$ cat src/rtl/mul_div_pkg.sv
// mul_div_pkg: operation and state encodings shared by the multiply/divide unit and its bench.
package mul_div_pkg;
  localparam logic [1:0] OP_MUL  = 2'b00;
  localparam logic [1:0] OP_MULU = 2'b01;
  localparam logic [1:0] OP_DIV  = 2'b10;
  localparam logic [1:0] OP_DIVU = 2'b11;
  typedef enum logic [1:0] {IDLE = 2'd0, CALC = 2'd1, FIX = 2'd2, DONE = 2'd3} state_t;
endpackage

$ cat src/rtl/mul_div_if.sv
// mul_div_if: start/busy/done handshake, operands and results between the Y/bus path and the unit.
interface mul_div_if #(
  parameter int WIDTH = 32
);
  logic             start;
  logic             abort;
  logic [1:0]       op;
  logic [WIDTH-1:0] a;
  logic [WIDTH-1:0] b;
  logic             busy;
  logic             done;
  logic [WIDTH-1:0] result_hi;
  logic [WIDTH-1:0] result_lo;
  logic             div_by_zero;
  modport master (output start, abort, op, a, b, input busy, done, result_hi, result_lo, div_by_zero);
  modport slave  (input start, abort, op, a, b, output busy, done, result_hi, result_lo, div_by_zero);
endinterface

$ cat src/rtl/mul_div_unit.sv
// mul_div_unit: radix-2 multi-cycle signed/unsigned multiply and restoring divide on magnitudes.
module mul_div_unit
  import mul_div_pkg::*;
#(
  parameter int WIDTH = 32
) (
  input  logic     clock,
  input  logic     clear_n,
  mul_div_if.slave bus
);
  localparam int CNT_W = $clog2(WIDTH) + 1;
  state_t state_q, state_d;
  logic [1:0] op_q, op_d;
  logic [WIDTH-1:0] am_q, am_d, bm_q, bm_d, hi_q, hi_d, lo_q, lo_d;
  logic sa_q, sa_d, sb_q, sb_d, zero_q, zero_d, dbz_q, dbz_d;
  logic [CNT_W-1:0] cnt_q, cnt_d;
  logic [2*WIDTH-1:0] acc_q, acc_d;
  logic in_signed, in_sa, in_sb, is_signed, is_div, neg_q, div_ge;
  logic [WIDTH-1:0] in_am, in_bm, a_raw, quo, rem, div_diff;
  logic [WIDTH:0] mul_sum, div_sh;
  logic [2*WIDTH-1:0] mul_step, div_step, prod;
  assign in_signed = ~bus.op[0];
  assign in_sa = in_signed & bus.a[WIDTH-1];
  assign in_sb = in_signed & bus.b[WIDTH-1];
  assign in_am = in_sa ? -bus.a : bus.a;
  assign in_bm = in_sb ? -bus.b : bus.b;
  assign is_signed = ~op_q[0];
  assign is_div = op_q[1];
  assign neg_q = is_signed & (sa_q ^ sb_q);
  // Multiply: {acc_hi, multiplier} shifts right, adding |a| into the top half on a set LSB.
  assign mul_sum = {1'b0, acc_q[2*WIDTH-1:WIDTH]} + {1'b0, acc_q[0] ? am_q : '0};
  assign mul_step = {mul_sum, acc_q[WIDTH-1:1]};
  // Divide: {remainder, dividend} shifts left; guard bit keeps the trial subtract exact.
  assign div_sh = acc_q[2*WIDTH-1:WIDTH-1];
  assign div_ge = div_sh >= {1'b0, bm_q};
  assign div_diff = div_sh[WIDTH-1:0] - bm_q;
  assign div_step = {div_ge ? div_diff : div_sh[WIDTH-1:0], acc_q[WIDTH-2:0], div_ge};
  assign prod = neg_q ? -acc_q : acc_q;
  assign a_raw = sa_q ? -am_q : am_q;
  assign quo = zero_q ? '1 : neg_q ? -acc_q[WIDTH-1:0] : acc_q[WIDTH-1:0];
  assign rem = zero_q ? a_raw : (is_signed & sa_q) ? -acc_q[2*WIDTH-1:WIDTH] : acc_q[2*WIDTH-1:WIDTH];
  always_comb begin
    state_d = state_q;
    op_d = op_q;
    am_d = am_q;
    bm_d = bm_q;
    sa_d = sa_q;
    sb_d = sb_q;
    zero_d = zero_q;
    dbz_d = dbz_q;
    cnt_d = cnt_q;
    acc_d = acc_q;
    hi_d = hi_q;
    lo_d = lo_q;
    case (state_q)
      IDLE: if (bus.start && !bus.abort) begin
        op_d = bus.op;
        am_d = in_am;
        bm_d = in_bm;
        sa_d = in_sa;
        sb_d = in_sb;
        cnt_d = CNT_W'(WIDTH);
        zero_d = bus.op[1] && bus.b == '0;
        dbz_d = 1'b0;
        acc_d = {{WIDTH{1'b0}}, bus.op[1] ? in_am : in_bm};
        state_d = (bus.op[1] && bus.b == '0) ? FIX : CALC;
      end
      CALC: begin
        acc_d = is_div ? div_step : mul_step;
        cnt_d = cnt_q - CNT_W'(1);
        state_d = bus.abort ? IDLE : (cnt_q == CNT_W'(1)) ? FIX : CALC;
      end
      FIX: if (bus.abort) state_d = IDLE;
      else begin
        hi_d = is_div ? rem : prod[2*WIDTH-1:WIDTH];
        lo_d = is_div ? quo : prod[WIDTH-1:0];
        dbz_d = zero_q;
        state_d = DONE;
      end
      DONE: state_d = IDLE;
    endcase
  end
  always_ff @(posedge clock or negedge clear_n) begin
    if (!clear_n) begin
      state_q <= IDLE;
      op_q <= '0;
      am_q <= '0;
      bm_q <= '0;
      sa_q <= 1'b0;
      sb_q <= 1'b0;
      zero_q <= 1'b0;
      dbz_q <= 1'b0;
      cnt_q <= '0;
      acc_q <= '0;
      hi_q <= '0;
      lo_q <= '0;
    end else begin
      state_q <= state_d;
      op_q <= op_d;
      am_q <= am_d;
      bm_q <= bm_d;
      sa_q <= sa_d;
      sb_q <= sb_d;
      zero_q <= zero_d;
      dbz_q <= dbz_d;
      cnt_q <= cnt_d;
      acc_q <= acc_d;
      hi_q <= hi_d;
      lo_q <= lo_d;
    end
  end
  assign bus.busy = state_q == CALC || state_q == FIX;
  assign bus.done = state_q == DONE;
  assign bus.result_hi = hi_q;
  assign bus.result_lo = lo_q;
  assign bus.div_by_zero = dbz_q;
endmodule

$ cat src/flat_wrapper.sv
// flat-port wrapper written by rule: the top's interface ports become plain ports
module mul_div_unit_flat import mul_div_pkg::*;
#(
  parameter int WIDTH = 32
)
  (clock, clear_n, bus_start, bus_abort, bus_op, bus_a, bus_b, bus_busy, bus_done, bus_result_hi, bus_result_lo, bus_div_by_zero);
  mul_div_if #(.WIDTH(WIDTH)) bus_i ();
  input  logic clock;
  input  logic clear_n;
  input wire logic [$bits(bus_i.start)-1:0] bus_start;
  input wire logic [$bits(bus_i.abort)-1:0] bus_abort;
  input wire logic [$bits(bus_i.op)-1:0] bus_op;
  input wire logic [$bits(bus_i.a)-1:0] bus_a;
  input wire logic [$bits(bus_i.b)-1:0] bus_b;
  output wire logic [$bits(bus_i.busy)-1:0] bus_busy;
  output wire logic [$bits(bus_i.done)-1:0] bus_done;
  output wire logic [$bits(bus_i.result_hi)-1:0] bus_result_hi;
  output wire logic [$bits(bus_i.result_lo)-1:0] bus_result_lo;
  output wire logic [$bits(bus_i.div_by_zero)-1:0] bus_div_by_zero;
  assign bus_i.start = bus_start;
  assign bus_i.abort = bus_abort;
  assign bus_i.op = bus_op;
  assign bus_i.a = bus_a;
  assign bus_i.b = bus_b;
  assign bus_busy = bus_i.busy;
  assign bus_done = bus_i.done;
  assign bus_result_hi = bus_i.result_hi;
  assign bus_result_lo = bus_i.result_lo;
  assign bus_div_by_zero = bus_i.div_by_zero;
  mul_div_unit #(.WIDTH(WIDTH)) u_core (.clock(clock), .clear_n(clear_n), .bus(bus_i));
endmodule
$ cat config.mk
export PLATFORM = sky130hd
export DESIGN_NAME = mul_div_unit_flat
export DESIGN_NICKNAME = d
export VERILOG_FILES = /design/src/rtl/mul_div_pkg.sv /design/src/rtl/mul_div_if.sv /design/src/rtl/mul_div_unit.sv /design/src/flat_wrapper.sv
export SDC_FILE = /design/constraint.sdc
export NUM_CORES = 1
export LEC_CHECK = 0
export CAP_MARGIN = 20
export CORE_MARGIN = 3
export CORE_UTILIZATION = 55
export CTS_CLUSTER_SIZE = 12
export DETAILED_ROUTE_END_ITERATION = 7
export GPL_ROUTABILITY_DRIVEN = 1
export HOLD_SLACK_MARGIN = 0.05
export PLACE_DENSITY_LB_ADDON = 0.1
export SYNTH_ARGS = -nofsm -noshare
export SYNTH_HDL_FRONTEND = slang
export SYNTH_SLANG_ARGS = --single-unit
$ cat constraint.sdc
create_clock -name clock -period 3.2 [get_ports clock]
set_clock_uncertainty 0.15 [all_clocks]
set_input_delay 0.64 -clock clock [delete_from_list [all_inputs] [get_ports clock]]
set_output_delay 0.64 -clock clock [all_outputs]
set_load 0.005 [all_outputs]
==> results of run 1 <==
## cell usage after synthesis (all sizes together), types with 23 or more instances
cell and instances:
nor2 212, nand2 246, ha 75, o21ai 208, a31oi 36, nand2b 23
mux2i 68, xor2 104, buf 33, xnor2 116, inv 70, o31ai 34
nand3 33, clkbuf 129, nor4 27, a21o 30, nor3 46, and2 39
dfrtp 206, a21oi 190
## metrics by stage
step | utilization (%) | instances | power [mW] | hold slack, ns | TNS, ns
2_1_floorplan | - | 2227 | 14.2 | 0.194 | 0
3_3_place_gp | 68.9 | 2930 | 20.0 | 0.303 | -8.20
3_5_place_dp | 68.9 | 2930 | 20.4 | 0.316 | -10.03
4_1_cts | 71.9 | 2975 | 23.5 | 0.331 | 0
5_1_grt | 73.3 | 2983 | 26.0 | 0.347 | -0.191
6_report | 73.3 | 2983 | 24.5 | 0.325 | 0
## cell families after synthesis
kind of cell	Yosys count
compound gates	669
xor+xnor	220
fa+ha+maj	77
buf+inv	233
flops	206
mux	82
simple gates	740
## critical path: cells and delay by family (launching register included)
| kind | cells | cell delay (ns) |
|---|---|---|
| AO/OA/AOI/OAI | 5 | 1.00 |
| adder cells (fa/ha/maj) | 1 | 0.41 |
| buffers and inverters | 1 | 0.17 |
| flip-flops | 1 | 0.51 |
| AND/OR/NAND/NOR | 3 | 0.78 |
## worst paths after layout
kind                                           from                       end  slack, ns  cells past startpoint
max reg2reg                        u_core.acc_q[33]          u_core.acc_q[63]       0.03                     10
min                        u_core.bus.result_hi[14]  u_core.bus.result_hi[14]       0.32                      2
min reg2reg                u_core.bus.result_hi[14]  u_core.bus.result_hi[14]       0.32                      2
max                                u_core.acc_q[33]          u_core.acc_q[63]       0.03                     10
max in group asynchronous                   clear_n           u_core.bm_q[10]       1.52                      3
min in group asynchronous                   clear_n          u_core.acc_q[46]       0.53                      2
## flip-flops by register name, summed over array words and instances, names as in the netlist
register / cells
u_core.bus.div_by_zero: 1
u_core.op_q: 2
u_core.cnt_q: 6
u_core.state_q: 2
u_core.sa_q: 1
u_core.bus.result_lo: 32
u_core.bus.result_hi: 32
u_core.am_q: 32
u_core.bm_q: 32
u_core.sb_q: 1
u_core.acc_q: 64
u_core.zero_q: 1
## metal layers
metal	track usage [%]	vias up	part of all wire (%)
li1	-	8655	-
met1	47.7	9212	40
met2	62.8	876	47
met3	5.28	214	7.1
met4	18.9	2	6.2
met5	0	-	0.018
## power groups by stage
stage          Sequential [mW]  Combinational (mW)  Clock [mW]
2_1_floorplan             4.46                9.71           0
3_3_place_gp              4.86                15.2           0
3_5_place_dp              4.91                15.5           0
4_1_cts                   4.87                15.6        3.01
5_1_grt                   5.04                17.8        3.12
6_report                  4.99                16.5        2.99
## what timing repair did
item / in CTS / in global routing
pin swaps: 1 / 27
resized for setup: 12 / 74
buffers inserted: 0 / 8
hold endpoints to repair: 73 / 0
setup endpoints to repair: 10 / 44
hold buffers: 1 / 0
## layout by cell type, fill, tap and decap left out, types with 22 or more instances in the layout
master | netlist | layout
buf_4 | 1 | 329
nand2_1 | 246 | 244
nor2_1 | 212 | 211
dfrtp_1 | 206 | 198
o21ai_0 | 200 | 197
a21oi_1 | 190 | 180
clkdlybuf4s50_1 | 0 | 134
xnor2_1 | 116 | 115
xor2_1 | 104 | 103
inv_1 | 69 | 68
mux2i_1 | 68 | 68
ha_1 | 75 | 64
nor3_1 | 46 | 42
and2_1 | 38 | 38
a31oi_1 | 36 | 36
nand3_1 | 33 | 32
a21o_1 | 30 | 30
o31ai_1 | 32 | 27
clkbuf_16 | 0 | 25
nor4_1 | 26 | 22
nand4_1 | 22 | 22
o211ai_1 | 22 | 22
## layout make-up
class / instances / area share, %
Clock inverter: 10 / 0.646
Multi-Input combinational cell: 1788 / 52.2
Timing Repair Buffer: 478 / 17.8
Clock buffer: 34 / 3.13
Tap cell: 396 / 2.19
Inverter: 71 / 1.18
Sequential cell: 206 / 22.8
==> flow_summary.rst, run 1 <==
.. list-table::
   :header-rows: 1

   * - Metric
     - Value
   * - Run status
     - completed
   * - Initial Utilization
     - 56.4%
   * - Top_reg_cell synth
     - dfrtp_1
   * - FF+latch area
     - 5170 um2
   * - Max-slew headroom
     - 32.3%
   * - Adder-cell share of the synthesized area
     - 5.61%
   * - Deepest clock path buffer count
     - 3
   * - RSZ-0062 raised after global routing
     - yes
   * - Net Switching
     - ~12 mW
   * - Ratio of routed vias to standard cells
     - between 6 and 7
   * - Overall die width
     - approximately 180 um
   * - Filler cell count
     - 2446
   * - Max_cap viols
     - 0
   * - Clock root buffer
     - clkbuf_16
   * - Unique cell type count in the Yosys netlist
     - between 70 and 80
   * - # H-tree levels
     - 1
   * - Worst-case setup slack after placement
     - -0.539 ns
   * - Final net count
     - 2717
   * - Clock tree from TritonCTS
     - built
   * - Number of antenna violations at the first check in global routing
     - 1
   * - VDD IR max
     - 0.624 mV
   * - Number of flops mapped to enable cells by yosys
     - 0
   * - Clock network latency to the later pin of the worst-skew pair
     - 0.55 ns
   * - CTS clock-pin slew for the worst setup and hold paths
     - 0.06 ns
   * - Mux share of post-synthesis cell area
     - 4.81%
   * - Post-Synth Simple-Gate Area
     - roughly 20%
   * - Cell taking the most area after synthesis
     - dfrtp_1
   * - Number of global-route vias before repair
     - 18000
   * - Count of yosys warnings during synthesis
     - 0
   * - Sinks on the clock net
     - 206
   * - TritonCTS buffer count
     - 25
   * - Final setup slack of the worst path
     - roughly 0.03 ns
   * - XOR/XNOR Fraction of Synth Area
     - approximately 11%
   * - Post-route DRC
     - 0
   * - # rows
     - 64
   * - Transition time at the pin with the least slew margin
     - roughly 1 ns
   * - Std-Cell Core Area
     - 30900 um2
   * - Dpl cell area
     - 21300 um2
   * - Power per cell area
     - 1080 nW/um2
   * - Share of total power in sequential cells
     - 20.4%
   * - Largest family of logic cells by synthesized area
     - compound AO/OA/AOI/OAI gates
   * - Max Clk Rate
     - 0.316 GHz
   * - Area growth from synthesis to layout
     - 29.9%
   * - Top-area cell type share of the netlist area
     - 29.6%
   * - CP Launch Type
     - flop
   * - Syn Std Cell Area
     - between 15000 and 20000 um2
   * - Area contributors post-synth
     - dfrtp_1 30%, xnor2_1 5.8%, o21ai_0 5.7%, a21oi_1 5.5%, ha_1 5.4%
   * - Post-route design area
     - 22700 um2
   * - Weighted congestion reported at the end of routability-driven placement
     - between 1 and 1.5
   * - Path type of the worst setup path
     - reg -> reg
   * - Buffers on Ports
     - between 100 and 150
   * - Synthesized Nets
     - approximately 2400
   * - Combined area of the multi-input logic cells
     - 11800 um2
   * - Global-route wire length before repair
     - 100 mm
   * - Worst path arrival time
     - 3.44 ns
   * - Estimated wirelength of the detail-placed design
     - 51.6 mm
   * - Post-Syn Area per Cell
     - 7.83 um2
   * - Minimum clock period after layout
     - between 3 and 4 ns
   * - Final ANT Viol Nets
     - 0
   * - Number of vias in the routed layout
     - 19000
   * - Share of power burned in the clock network
     - about an eighth
   * - Class of the most critical hold timing path
     - reg -> reg
   * - Fraction of layout cells with a size suffix above 1
     - 19.2%
   * - Critical Path Fanout Max
     - 7
   * - Die span in y
     - 184 um
   * - Post-synth ARST share
     - 100%
   * - Final count of pins violating max slew
     - 0
   * - Required time at the endpoint of the critical path
     - 3.47 ns
   * - Overall global routing resource usage
     - roughly 38%
   * - Number of flip-flops and latches in the synthesized netlist
     - 206
   * - Average wire per standard cell
     - between 20 and 25 um
   * - Crit-path cells
     - ha_1 -> buf_4 -> o21a_1 -> o31a_1 -> o211ai_1 -> nand4_1 -> and4_1 -> or3_1 -> a21oi_1 -> o41ai_2
   * - Slowest Stage Delay on Critical Path
     - 0.51 ns
   * - Count of endpoints failing setup in the final report
     - 0
   * - Pin count of the biggest net entering global routing
     - 136
   * - Fraction of the mapped netlist area in compound gates
     - 23.9%
   * - Top Ports
     - 137
   * - Internal power contribution
     - 12.6 mW
   * - Drt first-iter violations
     - 1790
   * - Number of diodes
     - 0
   * - GR Overflow Total
     - 0
   * - Combinational power share
     - 67.4%
   * - Area enclosed by the die boundary
     - 33900 um2
   * - Static leakage
     - 10.2 nW
   * - Count of final hold-check violations
     - 0
   * - Synthesized instance count
     - between 2000 and 2500
   * - Sw Ratio
     - approximately half
   * - Wire length after detailed routing
     - 65.8 mm
   * - Drt first pass iters
     - 6
   * - Share of the yosys chip area belonging to registers
     - between 20 and 30%
   * - Final worst-path cycle share
     - 99.0%
   * - Sort of element at the end of the critical path
     - flop
   * - Cell with the largest stage delay on the worst path
     - dfrtp_1
Power figures use the tool's default switching activity.
==> inputs of run 2 (changes only) <==
- ABC_CLOCK_PERIOD_IN_PS: not set -> 3200
- CELL_PAD_IN_SITES_DETAIL_PLACEMENT: not set -> 0
- CELL_PAD_IN_SITES_GLOBAL_PLACEMENT: not set -> 1
- CORE_UTILIZATION: 55 -> 41
==> run 2 against run 1 <==
  * Routed wire length up 8.6%
  * Combinational power rose by 8%
  * Sequential share of layout area is 1.1 points lower
  * Final cell count increased by 7.6%
  * Critical path depth increased by 3
  * Non-clock buffer count increased by 90
  * Cell area up 4.9%
  * Register-to-register slack about the same
  * Core utilization down 16 points
  * Clock-buffer cell count shrank 2
  * Highest routed layer is now met4
  * Power increased by 5.9%
  * Die area rose by 33%
==> flow_summary.rst, run 2 (same netlist as run 1, synthesis figures left out) <==
.. list-table::
   :header-rows: 1

   * - Metric
     - Value
   * - Wire length after detailed routing
     - 71.5 mm (+8.6%)
   * - Filler cell count
     - 3899 (+59%)
   * - Static leakage
     - 10.7 nW (+4.8%)
   * - Pin count of the biggest net entering global routing
     - 138 (+1.5%)
   * - Sort of element at the end of the critical path
     - flop
   * - Overall global routing resource usage
     - 30.8% (-6.7 points)
   * - Worst path arrival time
     - 3.45 ns (about the same)
   * - Launch instance of the worst register-to-register path
     - u_core.acc_q[55]
   * - Number of diodes
     - 0 (unchanged)
   * - Max_cap viols
     - 0 (unchanged)
   * - Cell with the largest stage delay on the worst path
     - dfrtp_1
   * - Initial Utilization
     - 42.1% (-14 points)
   * - Most common cell after layout, fill and taps aside
     - buf_4
   * - Clock tree from TritonCTS
     - built
   * - Final setup slack of the worst path
     - 0.0301 ns (-0.000428 ns)
   * - Number of vias in the routed layout
     - 18400 (-3.1%)
   * - Hold Path Sink
     - u_core.bus.result_hi[14]
   * - Slowest Stage Delay on Critical Path
     - 0.42 ns (-0.09 ns)
   * - R2R Setup Slk
     - 0.03 ns (about the same)
   * - Final worst-path cycle share
     - 99.1% (about the same)
   * - Worst-case setup slack after placement
     - -0.487 ns (+0.0524 ns)
   * - Critical Path Fanout Max
     - 16 (+9)
   * - VDD IR max
     - 0.622 mV (-0.30%)
   * - Most frequent cells in the layout
     - 416 x buf_4, 240 x nand2_1, 209 x nor2_1, 202 x dfrtp_1, 193 x o21ai_0
   * - CP Launch Type
     - flop
   * - Crit-path cells
     - ha_1 -> nand3_2 -> nor3_4 -> buf_4 -> nand3_1 -> o32a_1 -> a21o_2 -> buf_12 -> buf_4 -> buf_4 -> and3_1 -> a221oi_2 -> o31ai_1
   * - # H-tree levels
     - 1 (unchanged)
   * - Number of global-route vias before repair
     - 17600 (-2.3%)
   * - Estimated wirelength of the detail-placed design
     - 57.1 mm (+11%)
   * - GR Overflow Total
     - 0 (unchanged)
   * - Power per cell area
     - 1090 nW/um2 (+0.91%)
   * - Overall die width
     - 212 um (+15%)
   * - Largest register FFs
     - 64 (unchanged)
   * - CTS clock-pin slew for the worst setup and hold paths
     - 0.06 ns (about the same)
   * - Final count of pins violating max slew
     - 0 (unchanged)
   * - Largest register by flop count
     - u_core.acc_q
   * - Count of final hold-check violations
     - 0 (unchanged)
   * - Max-slew headroom
     - 39.7% (+7.4 points)
   * - Most numerous cell on the critical path
     - buf_4
   * - Post-route DRC
     - 0 (unchanged)
   * - Average wire per standard cell
     - 22.3 um (+0.95%)
   * - Required time at the endpoint of the critical path
     - 3.48 ns (about the same)
   * - Transition time at the pin with the least slew margin
     - 0.905 ns (-0.108 ns)
   * - Fraction of layout cells with a size suffix above 1
     - 22.7% (+3.5 points)
   * - Path type of the worst setup path
     - reg -> reg
   * - Combined area of the multi-input logic cells
     - 12000 um2 (+1.5%)
   * - Ratio of routed vias to standard cells
     - 5.73 (-9.9%)
   * - Final ANT Viol Nets
     - 0 (unchanged)
   * - Final net count
     - 2808 (+3.3%)
   * - Sinks on the clock net
     - 206 (unchanged)
   * - Tot Pwr
     - 25.9 mW (+5.9%)
   * - TritonCTS buffer count
     - 26 (+4.0%)
   * - Worst Hold Path Cells
     - 2 (unchanged)
   * - # rows
     - 74 (+16%)
   * - Worst R2R Path Depth
     - 13 (+3)
   * - RSZ-0062 raised after global routing
     - yes
   * - Global-route wire length before repair
     - 106 mm (+6.2%)
   * - Top Ports
     - 137 (unchanged)
   * - Drt first pass iters
     - 7 (+1)
   * - Drt first-iter violations
     - 1315 (-27%)
   * - CP Depth
     - 13 (+3)
   * - Weighted congestion reported at the end of routability-driven placement
     - 0.978 (-5.8%)
   * - Minimum clock period after layout
     - 3.17 ns (+0.000428 ns)
   * - Startpoint of the worst hold path
     - u_core.bus.result_hi[14]
   * - Reg2reg end
     - u_core.acc_q[53]
   * - Deepest clock path buffer count
     - 3 (unchanged)
   * - Buffers on Ports
     - 136 (unchanged)
   * - Max Clk Rate
     - 0.315 GHz (about the same)
   * - Class of the most critical hold timing path
     - reg -> reg
   * - FF+latch area
     - 5160 um2 (about the same)
   * - Crit-path leading delay family
     - compound AO/OA/AOI/OAI gates
   * - Number of antenna violations at the first check in global routing
     - 0 (-1)
   * - Die span in y
     - 212 um (+15%)
   * - Clock network latency to the later pin of the worst-skew pair
     - 0.58 ns (+0.03 ns)
   * - Clock root buffer
     - clkbuf_16
   * - Count of endpoints failing setup in the final report
     - 0 (unchanged)
   * - Std-Cell Core Area
     - 41400 um2 (+34%)
   * - Buffering stage count on the worst path with inverters included
     - 4 (+3)
   * - Run status
     - completed
   * - Area growth from synthesis to layout
     - 36.3%
   * - Area enclosed by the die boundary
     - 45000 um2 (+33%)
==> run 2: area by class of cell <==
type / instances / share of cell area (%)
inverters: 71 / 1.12
flip-flops and latches: 206 / 21.7
multi-input cells: 1788 / 50.5
clock buffers: 32 / 2.96
clock inverters: 13 / 0.916
repair buffers: 568 / 20.0
well taps: 532 / 2.80
==> run 2: how the worst max path moves through the flow <==
stage	end	start
6_report	u_core.acc_q[53]	u_core.acc_q[55]
5_1_grt	u_core.acc_q[57]	u_core.acc_q[0]
4_1_cts	u_core.acc_q[57]	u_core.acc_q[0]
3_5_place_dp	u_core.acc_q[29]	bus_b[19]
3_3_place_gp	u_core.acc_q[29]	bus_b[19]
2_1_floorplan	u_core.acc_q[63]	u_core.acc_q[0]
==> run 2: repair_timing <==
action	CTS	global route
hold endpoints to repair	68	0
hold buffers	1	0
setup buffers	1	16
endpoints found under the setup margin	15	44
gates cloned	0	1
gates resized for setup	22	96
pin swaps	4	44
==> run 2: report_power, final <==
| group | leakage (nW) | switching (mW) | internal, mW |
|---|---|---|---|
| Sequential | 2.65 | 1.13 | 3.65 |
| Clock | 0.451 | 1.22 | 1.96 |
| Combinational | 7.59 | 9.98 | 7.96 |
==> run 2: through the flow <==
stage	area (um2)	util, %	hold WS (ns)	setup TNS [ns]	instances
final	23800	57.4	0.318	0	3210
after floorplan	17400	-	0.194	0	2227
after global routing	23800	57.4	0.344	-0.311	3210
after detailed placement	22100	53.4	0.313	-11.01	3146
after CTS	23100	55.8	0.320	0	3193
after global placement	22100	53.4	0.305	-9.27	3146
==> run 2: routing by layer <==
metal / GRT usage (%) / part of all wire [%] / up-vias
li1: - / - / 8826
met1: 42.3 / 44 / 8784
met2: 50.0 / 46 / 637
met3: 3.57 / 5.9 / 133
met4: 12.1 / 4.6 / 0
met5: 0 / 0 / -
==> run 2: worst register-to-register path, stage by stage (launching register included) <==
cell and delay (ns):
dfrtp_1 0.42, ha_1 0.35, nand3_2 0.13, nor3_4 0.23, buf_4 0.14, nand3_1 0.07
o32a_1 0.42, a21o_2 0.23, buf_12 0.16, buf_4 0.14, buf_4 0.14, and3_1 0.16
a221oi_2 0.18, o31ai_1 0.10
==> inputs of run 3 (changes only) <==
==> constraint.sdc (replaced) <==
create_clock -name clock -period 3.2 [get_ports clock]
set_clock_uncertainty 0.15 [all_clocks]
set_input_delay 0.32 -clock clock [delete_from_list [all_inputs] [get_ports clock]]
set_output_delay 0.32 -clock clock [all_outputs]
set_load 0.005 [all_outputs]
==> run 3 against run 2 <==
  * Critical path depth shrank 4
  * Routed wire length is 0.82% higher
  * First-iteration DRC count rose by 15%
  * Final cell count down 1.9%
  * Cell area is 2.2% lower
  * Critical endpoint is now u_core.bus.result_hi[28]
  * Core utilization decreased by 1.2 points
  * Clock power fell by 4%
  * Largest cell class unchanged
  * Sequential power about the same
  * Fmax up 0.36%
  * Die area did not move
  * Sequential cell count unchanged
==> flow_summary.rst, run 3 (same netlist as run 1, synthesis figures left out) <==
.. list-table::
   :header-rows: 1

   * - Metric
     - Value
   * - Post-route DRC
     - 0 (unchanged)
   * - Static leakage
     - 10.3 nW (-3.2%)
   * - Final net count
     - 2746 (-2.2%)
   * - Final worst-path cycle share
     - 98.7% (-0.36 points)
   * - Global-route wire length before repair
     - 108 mm (+1.5%)
   * - CTS clock-pin slew for the worst setup and hold paths
     - 0.06 ns (about the same)
   * - Filler cell count
     - 3899 (unchanged)
   * - Most frequent cells in the layout
     - 355 x buf_4, 242 x nand2_1, 209 x nor2_1, 199 x dfrtp_1, 188 x o21ai_0
   * - Fraction of layout cells with a size suffix above 1
     - 21.0% (-1.7 points)
   * - Ratio of routed vias to standard cells
     - 5.85 (+2.1%)
   * - Most numerous cell on the critical path
     - or4_4
   * - Top Ports
     - 137 (unchanged)
   * - Tot Pwr
     - 25.8 mW (-0.40%)
   * - Number of antenna violations at the first check in global routing
     - 1 (+1)
   * - Clock tree from TritonCTS
     - built
   * - Overall die width
     - 212 um (unchanged)
   * - Worst Hold Path Cells
     - 3 (+1)
   * - Critical Path Fanout Max
     - 7 (-9)
   * - Clock network latency to the later pin of the worst-skew pair
     - 0.57 ns (about the same)
   * - Combined area of the multi-input logic cells
     - 12000 um2 (-0.15%)
   * - # rows
     - 74 (unchanged)
   * - Minimum clock period after layout
     - 3.16 ns (-0.0115 ns)
   * - Number of global-route vias before repair
     - 17700 (+0.86%)
   * - Sinks on the clock net
     - 206 (unchanged)
   * - Cell with the largest stage delay on the worst path
     - or4_4
   * - Transition time at the pin with the least slew margin
     - 1.01 ns (+0.104 ns)
   * - Max Clk Rate
     - 0.317 GHz (+0.36%)
   * - Pin count of the biggest net entering global routing
     - 136 (-1.4%)
   * - Buffers on Ports
     - 136 (unchanged)
   * - Count of final hold-check violations
     - 0 (unchanged)
   * - Largest register FFs
     - 64 (unchanged)
   * - Area growth from synthesis to layout
     - 33.3%
   * - FF+latch area
     - 5170 um2 (about the same)
   * - Sort of element at the end of the critical path
     - flop
   * - Initial Utilization
     - 42.1% (unchanged)
   * - Path type of the worst setup path
     - reg -> reg
   * - Run status
     - completed
   * - Final ANT Viol Nets
     - 0 (unchanged)
   * - Area enclosed by the die boundary
     - 45000 um2 (unchanged)
   * - Required time at the endpoint of the critical path
     - 3.48 ns (about the same)
   * - Power per cell area
     - 1110 nW/um2 (+1.8%)
   * - CP Launch Type
     - flop
   * - Die span in y
     - 212 um (unchanged)
   * - Wire length after detailed routing
     - 72.1 mm (+0.82%)
   * - Max_cap viols
     - 0 (unchanged)
   * - TritonCTS buffer count
     - 25 (-3.8%)
   * - Slowest Stage Delay on Critical Path
     - 0.51 ns (+0.09 ns)
   * - Final count of pins violating max slew
     - 0 (unchanged)
   * - Number of vias in the routed layout
     - 18400 (+0.20%)
   * - Worst hold-check slack
     - 0.181 ns (-0.137 ns)
   * - Std-Cell Core Area
     - 41400 um2 (unchanged)
   * - Crit-path cells
     - or4_4 -> or3_4 -> or4_4 -> o41ai_4 -> xor2_1 -> a21oi_1 -> a21oi_2 -> buf_4 -> o21ai_2
   * - Deepest clock path buffer count
     - 3 (unchanged)
   * - Clock root buffer
     - clkbuf_16
   * - RSZ-0062 raised after global routing
     - yes
   * - R2R Setup Slk
     - 0.04 ns (about the same)
   * - Estimated wirelength of the detail-placed design
     - 57.1 mm (about the same)
   * - GR Overflow Total
     - 0 (unchanged)
   * - Overall global routing resource usage
     - 31.2% (+0.32 points)
   * - Count of endpoints failing setup in the final report
     - 0 (unchanged)
   * - Most common cell after layout, fill and taps aside
     - buf_4
   * - Worst R2R Path Depth
     - 9 (-4)
   * - Worst path arrival time
     - 3.44 ns (about the same)
   * - Average wire per standard cell
     - 22.9 um (+2.8%)
   * - Weighted congestion reported at the end of routability-driven placement
     - 0.985 (+0.69%)
   * - Max-slew headroom
     - 32.7% (-7.0 points)
   * - Drt first-iter violations
     - 1514 (+15%)
   * - Largest register by flop count
     - u_core.acc_q
   * - VDD IR max
     - 0.572 mV (-7.9%)
   * - Drt first pass iters
     - 5 (-2)
   * - # H-tree levels
     - 1 (unchanged)
   * - Class of the most critical hold timing path
     - in -> reg
==> run 3: cell types whose count changed in the layout (fill, tap and decap cells not counted), moves of 4 or more <==
| cell | delta |
|---|---|
| buf_4 | -61 |
| a21oi_1 | -5 |
| o21ai_1 | +5 |
| nand3_2 | -4 |
| o41ai_2 | +4 |
| nand3_1 | +4 |
| ha_2 | +5 |
| o21ai_0 | -5 |
==> run 3: path summary, 6_finish.rpt <==
path | start | to
hold reg to reg | u_core.bus.result_hi[14] | u_core.bus.result_hi[14]
hold / removal | bus_op[1] | u_core.acc_q[15]
min in group asynchronous | clear_n | u_core.acc_q[42]
max in group asynchronous | clear_n | u_core.bus.result_lo[21]
setup reg to reg | u_core.am_q[14] | u_core.bus.result_hi[28]
setup / recovery | u_core.am_q[14] | u_core.bus.result_hi[28]
==> run 3: final cells by class <==
class / instances / area share (%)
sequential: 206 / 22.2
tap: 532 / 2.86
antenna: 1 / 0.0108
inverter: 71 / 1.15
multi-input combinational: 1788 / 51.6
clock inverter: 8 / 0.560
timing repair buffer: 507 / 18.5
clock buffer: 36 / 3.13
==> run 3: metal layers <==
layer | part of all wire (%) | up-vias | GRT usage, %
met5 | 0 | - | 0
met4 | 5.0 | 0 | 13.2
met3 | 6.4 | 154 | 3.69
met2 | 44 | 663 | 48.1
met1 | 45 | 8912 | 44.2
li1 | - | 8687 | -
==> run 3: worst max-delay path, delay by kind of cell, from the launching register on <==
kind / cells / cell delay, ns
flip-flops: 1 / 0.46
buffers and inverters: 1 / 0.16
AO/OA/AOI/OAI: 4 / 0.69
AND/OR/NAND/NOR: 3 / 1.37
XOR/XNOR: 1 / 0.19
==> run 3: per-stage QoR <==
step	instance area (um2)	setup TNS [ns]	util, %	setup WS, ns	instances
after floorplan	17400	0	-	0.0569	2227
after global placement	21600	-1.42	52.1	-0.187	3079
after detailed placement	21600	-2.47	52.1	-0.209	3079
after CTS	22500	-0.0307	54.4	-0.0307	3127
after global routing	23200	-0.184	56.2	-0.0374	3148
final	23200	0	56.2	0.0416	3149
==> run 3: timing repair <==
| item | 4_1_cts | 5_1_grt |
|---|---|---|
| endpoints found under the setup margin | 25 | 45 |
| cloned | 0 | 1 |
| resized for setup | 20 | 109 |
| buffers inserted | 3 | 21 |
| pin swaps | 6 | 39 |
| hold buffers | 1 | 0 |
| hold endpoints to repair | 68 | 0 |
==> run 3: report_power, final <==
part           internal [mW]  leakage (nW)  total [mW]  switching [mW]
combinational           7.96          7.27        17.9            9.99
clock                   1.82         0.425        3.04            1.23
sequential              3.66          2.65        4.81            1.15
total                   13.4          10.3        25.8            12.4
